## config.mk

```make
export PLATFORM = sky130hd
export DESIGN_NAME = mmio_uart_tx
export DESIGN_NICKNAME = d
export VERILOG_FILES = /design/src/rtl/mmio_uart_tx.sv
export SDC_FILE = /design/constraint.sdc
export NUM_CORES = 1
export LEC_CHECK = 0
export BUFFER_PORTS_ARGS = -buffer_cell sky130_fd_sc_hd__buf_4
export CORE_MARGIN = 2
export CORE_UTILIZATION = 50
export DETAILED_ROUTE_END_ITERATION = 8
export PLACE_DENSITY = 0.72
export SYNTH_ARGS = -nofsm -noshare
export SYNTH_HDL_FRONTEND = slang
export SYNTH_SLANG_ARGS = --single-unit
```

## constraint.sdc

```tcl
create_clock -name clk -period 3.5 [get_ports clk]
set_clock_uncertainty 0.1 [all_clocks]
set_input_delay 0.525 -clock clk [delete_from_list [all_inputs] [get_ports clk]]
set_output_delay 0.525 -clock clk [all_outputs]
set_load 0.03 [all_outputs]
```

## src/rtl/mmio_uart_tx.sv

```systemverilog
// Memory-mapped UART transmitter: DATA/STATUS/CTRL register window, 4-deep byte FIFO, 8N1 framing.
// Optional even-parity bit when MMIO_UART_TX_PARITY_EN is defined (8E1, 11-bit frame).
//
// state    | meaning
// ---------+-------------------------------------------------------------
// S_IDLE   | line high, waiting for EN=1 and a byte in the FIFO
// S_START  | start bit (tx=0) for CLKS_PER_BIT cycles
// S_DATA   | 8 data bits LSB first, each CLKS_PER_BIT cycles
// S_PARITY | even parity of the byte (only with MMIO_UART_TX_PARITY_EN)
// S_STOP   | stop bit (tx=1); may chain straight into S_START
module mmio_uart_tx #(
  parameter logic [15:0] BASE_ADDR    = 16'hFF00,
  parameter logic [15:0] CLKS_PER_BIT = 16'd868
) (
  input  logic        clk,
  input  logic        rst,
  input  logic        wen,
  input  logic        ren,
  input  logic [15:0] addr,
  input  logic [15:0] din,
  output logic [15:0] dout,
  output logic        tx
);

  typedef enum logic [2:0] {
    S_IDLE   = 3'd0,
    S_START  = 3'd1,
    S_DATA   = 3'd2,
    S_PARITY = 3'd3,
    S_STOP   = 3'd4
  } state_t;

  localparam logic [15:0] ADDR_DATA   = BASE_ADDR;
  localparam logic [15:0] ADDR_STATUS = BASE_ADDR + 16'd2;
  localparam logic [15:0] ADDR_CTRL   = BASE_ADDR + 16'd4;
  localparam logic [15:0] RELOAD      = CLKS_PER_BIT - 16'd1;

  state_t      state_q, state_d;
  logic [15:0] cnt_q, cnt_d;
  logic [2:0]  bit_idx_q, bit_idx_d;
  logic [7:0]  shreg_q, shreg_d;
  logic        tx_q, tx_d;
  logic [7:0]  mem_q [4];
  logic [7:0]  mem_d [4];
  logic [1:0]  wr_ptr_q, wr_ptr_d;
  logic [1:0]  rd_ptr_q, rd_ptr_d;
  logic [2:0]  count_q, count_d;
  logic        ovf_q, ovf_d;
  logic        en_q, en_d;
`ifdef MMIO_UART_TX_PARITY_EN
  logic        par_q, par_d;
`endif

  logic hit_data, hit_status, hit_ctrl;
  logic wr_data, empty, full, busy, cnt_tc, pop, push;
  logic [7:0] head;
  logic unused_din;

  assign unused_din = ^din[15:8];

  assign hit_data   = (addr == ADDR_DATA);
  assign hit_status = (addr == ADDR_STATUS);
  assign hit_ctrl   = (addr == ADDR_CTRL);
  assign wr_data    = wen & hit_data;

  assign empty  = (count_q == 3'd0);
  assign full   = (count_q == 3'd4);
  assign busy   = (state_q != S_IDLE);
  assign cnt_tc = (cnt_q == 16'd0);
  assign head   = mem_q[rd_ptr_q];

  // A frame is fetched either from idle or at the last cycle of a stop bit (back-to-back frames).
  assign pop  = en_q & ~empty & ((state_q == S_IDLE) | ((state_q == S_STOP) & cnt_tc));
  assign push = wr_data & (~full | pop);

  always_comb begin
    mem_d    = mem_q;
    wr_ptr_d = wr_ptr_q;
    rd_ptr_d = rd_ptr_q;
    count_d  = count_q;
    if (push) begin
      mem_d[wr_ptr_q] = din[7:0];
      wr_ptr_d        = wr_ptr_q + 2'd1;
    end
    if (pop) begin
      rd_ptr_d = rd_ptr_q + 2'd1;
    end
    case ({push, pop})
      2'b10:   count_d = count_q + 3'd1;
      2'b01:   count_d = count_q - 3'd1;
      default: count_d = count_q;
    endcase
  end

  always_comb begin
    ovf_d = ovf_q;
    en_d  = en_q;
    if (wr_data & full & ~pop) begin
      ovf_d = 1'b1;
    end else if (wen & hit_status & din[6]) begin
      ovf_d = 1'b0;
    end
    if (wen & hit_ctrl) begin
      en_d = din[0];
    end
  end

  // State register
  always_ff @(posedge clk) begin
    if (rst) begin
      state_q   <= S_IDLE;
      cnt_q     <= 16'd0;
      bit_idx_q <= 3'd0;
      shreg_q   <= 8'd0;
      tx_q      <= 1'b1;
      wr_ptr_q  <= 2'd0;
      rd_ptr_q  <= 2'd0;
      count_q   <= 3'd0;
      ovf_q     <= 1'b0;
      en_q      <= 1'b0;
`ifdef MMIO_UART_TX_PARITY_EN
      par_q     <= 1'b0;
`endif
    end else begin
      state_q   <= state_d;
      cnt_q     <= cnt_d;
      bit_idx_q <= bit_idx_d;
      shreg_q   <= shreg_d;
      tx_q      <= tx_d;
      wr_ptr_q  <= wr_ptr_d;
      rd_ptr_q  <= rd_ptr_d;
      count_q   <= count_d;
      ovf_q     <= ovf_d;
      en_q      <= en_d;
`ifdef MMIO_UART_TX_PARITY_EN
      par_q     <= par_d;
`endif
    end
  end

  // FIFO storage needs no reset; the pointers and count define validity.
  always_ff @(posedge clk) begin
    mem_q <= mem_d;
  end

  // Next-state logic, including bit timer and shift register
  always_comb begin
    state_d   = state_q;
    cnt_d     = cnt_q;
    bit_idx_d = bit_idx_q;
    shreg_d   = shreg_q;
`ifdef MMIO_UART_TX_PARITY_EN
    par_d     = par_q;
`endif
    case (state_q)
      S_IDLE: begin
        if (pop) begin
          state_d = S_START;
          cnt_d   = RELOAD;
          shreg_d = head;
`ifdef MMIO_UART_TX_PARITY_EN
          par_d   = ^head;
`endif
        end
      end
      S_START: begin
        if (cnt_tc) begin
          state_d   = S_DATA;
          cnt_d     = RELOAD;
          bit_idx_d = 3'd0;
        end else begin
          cnt_d = cnt_q - 16'd1;
        end
      end
      S_DATA: begin
        if (cnt_tc) begin
          cnt_d = RELOAD;
          if (bit_idx_q == 3'd7) begin
`ifdef MMIO_UART_TX_PARITY_EN
            state_d = S_PARITY;
`else
            state_d = S_STOP;
`endif
          end else begin
            bit_idx_d = bit_idx_q + 3'd1;
            shreg_d   = {1'b0, shreg_q[7:1]};
          end
        end else begin
          cnt_d = cnt_q - 16'd1;
        end
      end
      S_PARITY: begin
        if (cnt_tc) begin
          state_d = S_STOP;
          cnt_d   = RELOAD;
        end else begin
          cnt_d = cnt_q - 16'd1;
        end
      end
      S_STOP: begin
        if (cnt_tc) begin
          if (pop) begin
            state_d = S_START;
            cnt_d   = RELOAD;
            shreg_d = head;
`ifdef MMIO_UART_TX_PARITY_EN
            par_d   = ^head;
`endif
          end else begin
            state_d = S_IDLE;
            cnt_d   = 16'd0;
          end
        end else begin
          cnt_d = cnt_q - 16'd1;
        end
      end
      default: begin
        state_d = S_IDLE;
        cnt_d   = 16'd0;
      end
    endcase
  end

  // Output logic: tx is computed from the next state and registered, so the pin never glitches.
  always_comb begin
    tx_d = 1'b1;
    case (state_d)
      S_IDLE:   tx_d = 1'b1;
      S_START:  tx_d = 1'b0;
      S_DATA:   tx_d = shreg_d[0];
`ifdef MMIO_UART_TX_PARITY_EN
      S_PARITY: tx_d = par_d;
`else
      S_PARITY: tx_d = 1'b1;
`endif
      S_STOP:   tx_d = 1'b1;
      default:  tx_d = 1'b1;
    endcase
  end

  assign tx = tx_q;

  // While rst is high the read port already reflects the post-reset register values.
  always_comb begin
    dout = 16'h0000;
    if (ren) begin
      if (hit_status) begin
        dout = rst ? 16'h0004 : {9'b0, ovf_q, count_q, empty, full, busy};
      end else if (hit_ctrl) begin
        dout = rst ? 16'h0000 : {15'b0, en_q};
      end
    end
  end

endmodule

```

**Word-level counts from Yosys, hierarchy flattened**

Index checks and enable logic that the tools add are counted.

- Magnitude comparators: 3
- Add/sub/neg operators: 6
- Reduce and logical (&&, ||, !) cells: 12
- Bitwise operators: 17
- Equal/unequal tests: 18
- Muxes and demuxes: 37

Operators with widths:

| cell | count |
|---|---|
| $mux 8 | 7 |
| $eq 16x16->1 const B | 3 |
| $mux 16 | 3 |
| $pmux 16 s3 | 1 |
| $bwmux 32 | 1 |
| $mux 3 | 9 |
| $pmux 8 s3 | 1 |
| $mux 7 | 3 |
| $bmux 8 s2 | 1 |
| $demux 8 s2 | 1 |
| $logic_not 16->1 | 1 |
| $sub 16x1->16 const B | 1 |
| $pmux 3 s5 | 1 |
| $pmux 3 s2 | 2 |
| $and 1x1->1 | 10 |
| $mux 10 | 1 |
| $ne 2x2->1 const B | 5 |
| $eq 3x2->1 const B | 3 |
| $eq 3x3->1 const B | 3 |
| $reduce_and 4->1 | 2 |
| $add 3x1->3 const B | 2 |
| $eq 3x1->1 const B | 2 |
| $ge 3x3->1 const B | 2 |
| $logic_not 3->1 | 2 |
| 14 further kinds | 26 |

- Output and inout bits: 17
- Input port bits: 36
- Flip-flop bits (word level): 72

**Depth between registers and ports, before layout**

Gate-level depths: netlist (run 1).

- Word-level depth: 9
- Gate-level depth with buffers: 14
- Depth with buffers taken out: 14

**Worst setup path before layout (run 1)**

OpenSTA, ideal clock, no wires.

- Path kind: register -> register
- From: reg cnt_q[0]
- To: reg count_q[2]
- Path slack: 0.768 ns
- Arrival time: 2.562 ns
- Cell stages (with the launch flop): 13
- Period minus slack after synthesis: 2.732 ns
- Library setup time: 0.070 ns
- Required time: 3.330 ns
- Path buffers: 1
- Cells stage by stage: dfxtp_1 -> inv_1 -> ha_1 -> nor4b_2 -> nand4_4 -> a21oi_1 -> buf_4 -> ha_1 -> inv_1 -> fa_1 -> xor2_1 -> or3_1 -> a21oi_1

- Longest elaborated chain between the ends: 8
- Elaborated cells on any way between the ends: 10
- Those cells by class: 2 x eq/ne; 1 x mux; 5 x bitwise; 2 x reduce/logical

RTL lines:

| item | line | text |
|---|---|---|
| start, declared | 39 | `logic [15:0] cnt_q, cnt_d;` |
| start signal, assigned | 126 | `cnt_q <= cnt_d;` |
| $logic_not 16->1 (*) | 69 | `assign cnt_tc = (cnt_q == 16'd0);` |
| $and 1x1->1 (*) | 73 | `assign pop = en_q & ~empty & ((state_q == S_IDLE) \| ((state_q == S_STOP) & cnt_tc));` |
| $or 1x1->1 (*) | 73 |  |
| $and 1x1->1 (*) | 73 |  |
| $or 1x1->1 | 74 | `assign push = wr_data & (~full \| pop);` |
| $and 1x1->1 | 74 |  |
| $eq 2x1->1 / $eq 2x2->1 (equally long branches) | 88 | `case ({push, pop})` |
| $pmux 3 s2 / $reduce_bool 2->1 (equally long branches) | n/a |  |
| end signal, assigned | 132 | `count_q <= count_d;` |
| end, declared | 47 | `logic [2:0] count_q, count_d;` |

Mark *: on every way between the ends. The rest lies on a longest branch, timed or not.
A chain may end at the register's enable or synchronous reset.

**Worst setup path after layout (run 1)**

Ends and elaborated chain as after synthesis.

==> results of run 1 <==
## layout make-up
cell class / count / area, um^2
Clock buffer: 9 / 124
Clock inverter: 7 / 55.1
Fill cell: 567 / 2810
Inverter: 11 / 41.3
Multi-Input combinational cell: 243 / 1610
Sequential cell: 72 / 1760
Tap cell: 96 / 120
Timing Repair Buffer: 37 / 278
## cell usage in the layout, fill, tap and decap left out, types with 10 or more instances in the layout
master / n
o21ai_0: 15
buf_4: 37
and2_1: 10
edfxtp_1: 32
nor3_1: 10
dfxtp_1: 40
nand2_1: 38
a21oi_1: 18
inv_1: 10
nor2_1: 39
## registers in the layout, summed over array words and instances, names as in the netlist
signal and cells:
shreg_q 8, bit_idx_q 3, mem_q 32, cnt_q 16
en_q 1, ovf_q 1, wr_ptr_q 2, rd_ptr_q 2
state_q 3, tx 1, count_q 3
## worst max-delay path: stages, from the launching register on
cell     delay [ns]
dfxtp_1        0.35
inv_1          0.09
ha_1           0.15
nor4b_2        0.32
nand4_4        0.19
a21oi_1        0.35
nor2_1         0.13
nor2b_2        0.22
inv_2          0.10
ha_1           0.23
inv_1          0.09
fa_1           0.18
xor2_1         0.07
or3_1          0.31
a21oi_1        0.14
## routing by layer
| metal | global-route usage, % | wire length, um | share of wire [%] | vias to the layer above |
|---|---|---|---|---|
| met5 | 0 | 0 | 0 | - |
| met4 | 4.62 | 76 | 1.1 | 0 |
| met1 | 24.7 | 3140 | 44 | 1264 |
| met3 | 6.03 | 339 | 4.8 | 8 |
| li1 | - | - | - | 1275 |
| met2 | 35.1 | 3510 | 50 | 61 |
## power breakdown
part | switching, uW | internal [uW] | total [uW]
Sequential | 0.000751 | 875 | 875
Clock | 333 | 263 | 596
Combinational | 31.2 | 21.6 | 52.8
## cells by family after synthesis
logic type	share of synthesized area (%)
AOI/OAI and AO/OA	11.4
muxes	6.56
xor gates and xnor gates	2.75
buffers and inverters	4.81
DFF	50.2
and+or+nand+nor	20.3
other	0.107
adders and majority gates	3.78
## worst paths after layout
kind,end,from,cells after the start
worst max register to register,count_q[2],cnt_q[0],14
worst min register to register,bit_idx_q[2],bit_idx_q[2],2
worst max-delay path,count_q[2],cnt_q[0],14
worst min-delay path,mem_q[18],din[2],1
## stage by stage
step,worst slack [ns],instances
3_5_place_dp,0.451,459
6_report,0.428,475
2_1_floorplan,0.768,348
3_3_place_gp,0.519,459
4_1_cts,0.454,475
5_1_grt,0.185,475
==> out/summary.txt, run 1 <==
Tightest Pin Transition: 0.513 ns
ys flop type: dfxtp_1
I/O Buffers: 35
CTS Root Cell: clkbuf_8
fmax: 325 MHz
die width: 87.8 um
die area: 7700 um^2
wire per inst: 14.9 um
NumNets Final: 420
Num CTS Buffers: 9
final period demand of the worst path: 3.07 ns
first-pass GRT wire length: 11900 um
clk buf depth: 2
total negative slack: 0 ns
# setup viols final: 0
worst reg2reg setup slack: 0.43 ns
worst-path fanout max: 7
post-cts resize count: 0
post-CTS setup buffer count: 0
vias per inst: 5.49
post-route cell area: 3990 um^2
outcome: finished, final reports clean
Layout area overhead: 13.7%
CTS sink cnt: 72
largest cells by area after synthesis: edfxtp_1 27%, dfxtp_1 23%, mux4_2 5.1%
Synth Cell Area: 3510 um^2
CP Capture Type: flip-flop
Yosys cell types: 51
top-count cell post-synth: dfxtp_1
Global Route Usage Sum: 20.2%
Post-synth EDFFs: 32
Detail Route Antenna Nets: 0
Die Ht: 87.8 um
FFs w/ async S/R, synth: 0%
Routed WL: 7070 um
sequential-to-total area share from yosys stat: 50.2%
DRT iter0 DRCs: 112
clk_lat worst skew: 0.35 ns
RSZ-0062 raised after global routing: no
peak supply drop: 0.000408 V
vias in the first global route: 2507
area share of the largest cell type after synthesis: 27.4%
layout cells sized above 1: 18.5%
Rel. slew slack: 65.7%
1st-pass router iterations: 4
Mapped Avg Cell Area: 10.3 um^2
number of cell rows: 30
Leak: 0.00147 uW
post-placement cell area: 3810 um^2
post-route DRC violation count: 0
post-layout util: 58.7%
Pwr Total: 1520 uW
hold crit path type: in -> reg
max-cap viol count: 0
crit path launch type: flip-flop
post-DP HPWL: 5100 um
GRT overflow: 0
Initial Util: 51.6%
largest net degree at the start of global routing: 29
Post-Synthesis Cells: 340
Tcrit/Tclk final: 87.8%
Slew Limit Fails: 0
initial antenna violation count: 0
final hold slack: 0.273 ns
Critical Path AT: 3.25 ns
Commonest cells post-synth: 40 x dfxtp_1, 39 x nor2_1, 38 x nand2_1, 32 x edfxtp_1, 18 x a21oi_1
clock-pin transition on the worst setup and hold timing paths: 0.09 ns
Crit Path Category: reg -> reg
pwr dens: 382 nW/um^2
core box area: 6790 um^2
hold_buf cts: 0
register bit total from synthesis: 72
antenna cell count: 0
Worst EP required: 3.67 ns
Hold Violations, Final: 0
I/O pin count: 53
Ys Warns: 0
vias: 2608
RePlAce Congestion: 0.861
CTS tree: yes
H-tree depth: 3
dominant cell type by area after synthesis: edfxtp_1
(Power assumes the default switching activity.)
==> run 2, diff against run 1 <==
- CTS_CLUSTER_SIZE: unset -> 28
- REMOVE_ABC_BUFFERS: unset -> 1
- SETUP_SLACK_MARGIN: unset -> 0.15
==> out/summary.txt, run 2 (synthesis results as in run 1) <==
outcome: finished, final reports clean
post-CTS setup buffer count: 0 (unchanged)
initial antenna violation count: 0 (unchanged)
1st-pass router iterations: 5 (+1)
Placed Cells: 458 (-0.22%)
crit path to: count_q[2]
number of cell rows: 30 (unchanged)
Hold Violations, Final: 0 (unchanged)
Initial Util: 51.6% (unchanged)
GRT overflow: 0 (unchanged)
NumNets Final: 419 (-0.24%)
commonest non-fill, non-tap cell in the layout: dfxtp_1
CTS Root Cell: clkbuf_8
max FFs per register: 32 (unchanged)
total negative slack: 0 ns (unchanged)
vias per inst: 5.40 (-1.6%)
Detail Route Antenna Nets: 0 (unchanged)
largest net degree at the start of global routing: 29 (unchanged)
CTS tree: yes
final hold slack: 0.265 ns (-0.00799 ns)
RePlAce Congestion: 0.838 (-2.7%)
Global Route Usage Sum: 20.3% (+0.12 points)
Die Ht: 87.8 um (unchanged)
core box area: 6790 um^2 (unchanged)
wire per inst: 14.5 um (-2.6%)
Top reg by flops: mem_q
Setup crit start: cnt_q[0]
DRT iter0 DRCs: 146 (+30%)
Routed WL: 6870 um (-2.8%)
hold_buf cts: 0 (unchanged)
non-filler instance count after layout: 474 (-0.21%)
max-cap viol count: 0 (unchanged)
vias in the first global route: 2512 (+0.20%)
Rel. slew slack: 58.3% (-7.5 points)
post-cts resize count: 0 (unchanged)
H-tree depth: 3 (unchanged)
FILL cells: 595 (+4.9%)
r2r startpoint: cnt_q[0]
final period demand of the worst path: 3.10 ns (+0.0299 ns)
post-DP HPWL: 4860 um (-4.7%)
first-pass GRT wire length: 11900 um (+0.29%)
Final WS setup: 0.398 ns (-0.0299 ns)
pwr dens: 389 nW/um^2 (+1.7%)
Num CTS Buffers: 9 (unchanged)
die area: 7700 um^2 (unchanged)
worst-path fanout max: 7 (unchanged)
fmax: 322 MHz (-0.96%)
Crit Path Category: reg -> reg
I/O pin count: 53 (unchanged)
CTS sink cnt: 72 (unchanged)
vias: 2561 (-1.8%)
die width: 87.8 um (unchanged)
Tcrit/Tclk final: 88.6% (+0.85 points)
R2R cell count: 14 (unchanged)
peak supply drop: 0.000305 V (-25%)
Critical Path AT: 3.29 ns (+0.04 ns)
DP Worst Slack: 0.407 ns (-0.0439 ns)
Regs by FF count: mem_q (32), cnt_q (16), shreg_q (8)
most frequent cells in the layout: 40 x dfxtp_1, 39 x nor2_1, 38 x nand2_1
RSZ-0062 raised after global routing: no
Worst EP required: 3.69 ns (+0.02 ns)
crit path launch type: flip-flop
capture point of the worst reg-to-reg path: count_q[2]
hold crit path type: in -> reg
CP Capture Type: flip-flop
# setup viols final: 0 (unchanged)
Tightest Pin Transition: 0.625 ns (+0.112 ns)
clk_lat worst skew: 0.35 ns (about the same)
clock-pin transition on the worst setup and hold timing paths: 0.09 ns (about the same)
worst reg2reg setup slack: 0.40 ns (-0.03 ns)
antenna cell count: 0 (unchanged)
I/O Buffers: 35 (unchanged)
Leak: 0.00146 uW (-0.31%)
Layout area overhead: 13.6% (about the same)
clk buf depth: 2 (unchanged)
post-route DRC violation count: 0 (unchanged)
Slew Limit Fails: 0 (unchanged)
layout cells sized above 1: 18.5% (+0.049 points)
-- run 2: cell count changes in the layout (fill, tap and decap cells not counted) --
| cell | delta |
|---|---|
| clkinv_1 | -1 |
| clkinvlp_4 | +1 |
| clkinv_4 | -2 |
| buf_4 | -1 |
| inv_8 | +1 |
| inv_6 | +1 |
-- run 2: per-layer routing --
layer	vias to the layer above	routed length (um)	track usage, %
li1	1275	-	-
met5	-	0	0
met3	8	344	6.50
met4	0	65	6.71
met1	1214	3010	26.0
met2	64	3450	32.7
-- run 2: how the worst min path moves through the flow --
stage,from,endpoint,slack (ns),cells past startpoint
after global routing,din[4],mem_q[4],0.24,1
after floorplan,bit_idx_q[1],bit_idx_q[1],0.33,2
after detailed placement,bit_idx_q[1],bit_idx_q[1],0.35,2
final,din[5],mem_q[13],0.26,1
after CTS,din[5],mem_q[13],0.25,1
after global placement,bit_idx_q[2],bit_idx_q[2],0.34,2
-- run 2: critical path, stage by stage, from the launching register on --
cell     delay (ns)
dfxtp_1        0.35
inv_1          0.09
ha_1           0.16
nor4b_2        0.33
nand4_4        0.20
a21oi_1        0.38
nor2_1         0.13
nor2b_2        0.20
inv_2          0.08
ha_1           0.24
inv_1          0.07
fa_1           0.17
xor2_1         0.08
or3_1          0.32
a21oi_1        0.15
-- run 2: power by group --
group / internal [uW] / switching (uW)
clock: 270 / 351
combinational: 21.6 / 31.2
sequential: 875 / 0.000688
total: 1170 / 382
-- run 2: layout make-up --
| type | instances | area (um^2) | area share (%) |
|---|---|---|---|
| inverter | 11 | 41.3 | 1.04 |
| timing repair buffer | 36 | 270 | 6.78 |
| clock inverter | 7 | 61.3 | 1.54 |
| multi-input combinational | 243 | 1610 | 40.3 |
| tap | 96 | 120 | 3.01 |
| clock buffer | 9 | 124 | 3.11 |
| sequential | 72 | 1760 | 44.2 |
-- run 2: metrics by stage --
stage	total power, uW	util, %	instance area, um^2
floorplan	913	-	3410
global placement	946	55.9	3800
detailed placement	948	55.9	3800
CTS	1570	58.7	3990
global route	1610	58.7	3990
finish	1550	58.7	3990
==> run 3, diff against run 2 <==
--- a/config.mk
+++ b/config.mk
@@ -7,2 +7,3 @@
 export LEC_CHECK = 0
+export ABC_AREA = 1
 export BUFFER_PORTS_ARGS = -buffer_cell sky130_fd_sc_hd__buf_4
==> constraint.sdc (replaced) <==
create_clock -name clk -period 3.89 [get_ports clk]
set_clock_uncertainty 0.1 [all_clocks]
set_input_delay 0.5835 -clock clk [delete_from_list [all_inputs] [get_ports clk]]
set_output_delay 0.5835 -clock clk [all_outputs]
set_load 0.005 [all_outputs]
==> out/summary.txt, run 3 <==
Tcrit/Tclk final: 73.6% (-15 points)
largest net degree at the start of global routing: 28 (-3.4%)
CTS sink cnt: 72 (unchanged)
NumNets Final: 581 (+39%)
vias in the first global route: 3171 (+26%)
# setup viols final: 0 (unchanged)
core box area: 7650 um^2 (+13%)
outcome: finished, final reports clean
post-layout util: 57.6% (-1.1 points)
Yosys cell types: 43 (-16%)
Detail Route Antenna Nets: 0 (unchanged)
area share of the largest cell type after synthesis: 24.5% (-2.9 points)
Critical path buffers and inverters: 5 (+2)
H-tree depth: 3 (unchanged)
register bit total from synthesis: 72 (unchanged)
CTS Root Cell: clkbuf_8
Global Route Usage Sum: 20.5% (+0.20 points)
Slew Limit Fails: 0 (unchanged)
number of cell rows: 32 (+6.7%)
hold endpoint: mem_q[28]
Rel. slew slack: 47.9% (-10 points)
hold crit path type: in -> reg
Worst Hold Launch: din[4]
ys flop type: dfxtp_1
critical path's largest stage delay: 0.38 ns (about the same)
crit path max-delay cell type: fa_1
Commonest cells post-synth: 103 x nand2_1, 58 x nor2_1, 53 x inv_1, 46 x nand3_1, 40 x dfxtp_1
complex-gate fraction of the synthesized area: 11.3% (-0.10 points)
capture point of the worst reg-to-reg path: count_q[2]
die width: 92.6 um (+5.5%)
dominant cell type by area after synthesis: edfxtp_1
clock-pin transition on the worst setup and hold timing paths: 0.08 ns (about the same)
critical-path cell list: inv_1, ha_1, inv_1, nor2_1, nand2_1, nor2_1, nand2_1, inv_2, nand2_2, nand2_2, inv_4, nand3_4, nand2_2, ha_1, inv_1, fa_1, a21oi_1, o21ai_0, o21ai_0, a21oi_1
Regs by FF count: mem_q (32), cnt_q (16), shreg_q (8)
die area: 8570 um^2 (+11%)
pwr dens: 307 nW/um^2 (-21%)
first-pass GRT wire length: 13900 um (+17%)
commonest non-fill, non-tap cell in the layout: nand2_1
Post-synth EDFFs: 32 (unchanged)
Critical Path AT: 2.99 ns (-0.30 ns)
FILL cells: 689 (+16%)
FFs w/ async S/R, synth: 0% (unchanged)
RSZ-0062 raised after global routing: no
post-DP HPWL: 5960 um (+23%)
hold_buf cts: 0 (unchanged)
Post-Synth Simple-Gate Area: 29.9% (+9.6 points)
crit path launch type: flip-flop
CTS tree: yes
initial antenna violation count: 0 (unchanged)
worst reg2reg setup slack: 1.03 ns (+0.63 ns)
top-count cell post-synth: nand2_1
most frequent cells in the layout: 103 x nand2_1, 58 x nor2_1, 53 x inv_1
GRT overflow: 0 (unchanged)
Post-Synthesis Cells: 499 (+47%)
area of the multi-input gates: 1820 um^2 (+13%)
Routed WL: 8220 um (+20%)
R2R cell count: 20 (+6)
Initial Util: 51.3% (-0.31 points)
Leak: 0.00185 uW (+26%)
wire per inst: 12.8 um (-12%)
max FFs per register: 32 (unchanged)
r2r startpoint: cnt_q[0]
Layout area overhead: 12.2%
Ys Warns: 0 (unchanged)
Hold Violations, Final: 0 (unchanged)
Crit path max-delay family: adder cells
post-synthesis mux area share: 0% (-6.6 points)
I/O Buffers: 35 (unchanged)
Crit Path Category: reg -> reg
Mapped Avg Cell Area: 7.87 um^2 (-24%)
I/O pin count: 53 (unchanged)
Die Ht: 92.6 um (+5.5%)
Worst EP required: 4.02 ns (+0.33 ns)
fmax: 350 MHz (+8.4%)
RePlAce Congestion: 0.887 (+5.8%)
Synth Area in XOR/XNOR: 0.893% (-1.9 points)
vias: 3319 (+30%)
final period demand of the worst path: 2.86 ns (-0.241 ns)
DRT iter0 DRCs: 167 (+14%)
layout cells sized above 1: 16.9% (-1.7 points)
Post-Synth Adder-Cell Area: 3.38% (-0.40 points)
Reg area: 1760 um^2 (unchanged)
hold depth: 1 (unchanged)
largest family of logic cells by synthesized area: simple AND/OR/NAND/NOR gates
total negative slack: 0 ns (unchanged)
clk_lat worst skew: 0.35 ns (about the same)
post-cts resize count: 0 (unchanged)
antenna cell count: 0 (unchanged)
Top reg by flops: mem_q
max-cap viol count: 0 (unchanged)
worst-path fanout max: 6 (-1)
clk buf depth: 2 (unchanged)
Tightest Pin Transition: 0.779 ns (+0.153 ns)
largest cells by area after synthesis: edfxtp_1 24%, dfxtp_1 20%, nand2_1 9.9%
vias per inst: 5.17 (-4.3%)
Placed Cells: 626 (+37%)
post-CTS setup buffer count: 0 (unchanged)
sequential-to-total area share from yosys stat: 44.9% (-5.3 points)
post-route DRC violation count: 0 (unchanged)
CP Capture Type: flip-flop
1st-pass router iterations: 4 (-1)
Synth Cell Area: 3930 um^2 (+12%)
Num CTS Buffers: 9 (unchanged)
peak supply drop: 0.000165 V (-46%)
non-filler instance count after layout: 642 (+35%)
-- run 3: changes by cell type in the layout (fill, tap and decap cells not counted), moves of 9 or more --
cell,previous run,this run
nor2_2,0,9
o21ai_0,15,24
inv_1,10,53
nand2_1,38,103
nor2_1,39,58
a21oi_1,18,37
nand3_1,6,46
-- run 3: per-layer routing --
metal	wire [um]	vias to the layer above	global-route usage, %
met5	0	-	0
met4	191	0	11.2
met3	414	15	2.77
met2	3960	90	33.9
met1	3650	1527	26.0
li1	-	1687	-
-- run 3: where the power goes --
part	switching, uW	internal, uW
clock	288	233
sequential	0.00109	788
combinational	23.3	20.7
total	311	1040
-- run 3: cell families (layout without fill, tap and decap cells) --
family | count (synthesis) | count (layout)
XOR/XNOR | 4 | 4
other | 1 | 9
AND/OR/NAND/NOR | 253 | 253
AO/OA/AOI/OAI | 75 | 75
adder cells (fa/ha/maj) | 10 | 10
buffers and inverters | 84 | 117
flip-flops | 72 | 72
-- run 3: worst register-to-register path: stages, from the launching register on --
cell and delay (ns):
dfxtp_1 0.36, inv_1 0.09, ha_1 0.25, inv_1 0.06, nor2_1 0.03, nand2_1 0.05, nor2_1 0.06, nand2_1 0.10
inv_2 0.06, nand2_2 0.07, nand2_2 0.09, inv_4 0.11, nand3_4 0.10, nand2_2 0.13, ha_1 0.16, inv_1 0.06
fa_1 0.38, a21oi_1 0.14, o21ai_0 0.11, o21ai_0 0.17, a21oi_1 0.05
-- run 3: worst max-delay path by stage --
stage / start / end / slack [ns] / cells after the start
2_1_floorplan: cnt_q[0] / count_q[2] / 1.38 / 20
3_3_place_gp: count_q[0] / count_q[2] / 1.12 / 16
3_5_place_dp: cnt_q[0] / count_q[2] / 1.05 / 20
4_1_cts: cnt_q[0] / count_q[2] / 1.01 / 20
5_1_grt: cnt_q[0] / count_q[2] / 0.69 / 20
6_report: cnt_q[0] / count_q[2] / 1.03 / 20
-- run 3: layout make-up --
class                      instances  area share, %
tap                              102           2.90
sequential                        72           40.0
multi-input combinational        351           41.4
clock buffer                      10           2.90
inverter                          65           5.66
timing repair buffer              36           6.14
clock inverter                     6           1.02
-- run 3: per-stage QoR --
| step | total power (uW) | setup WS [ns] | hold slack, ns | area [um^2] |
|---|---|---|---|---|
| floorplan | 817 | 1.38 | 0.324 | 3830 |
| detailed placement | 849 | 1.05 | 0.346 | 4230 |
| global placement | 848 | 1.12 | 0.336 | 4230 |
| finish | 1350 | 1.03 | 0.332 | 4400 |
| CTS | 1360 | 1.01 | 0.316 | 4400 |
| global route | 1400 | 0.688 | 0.322 | 4400 |
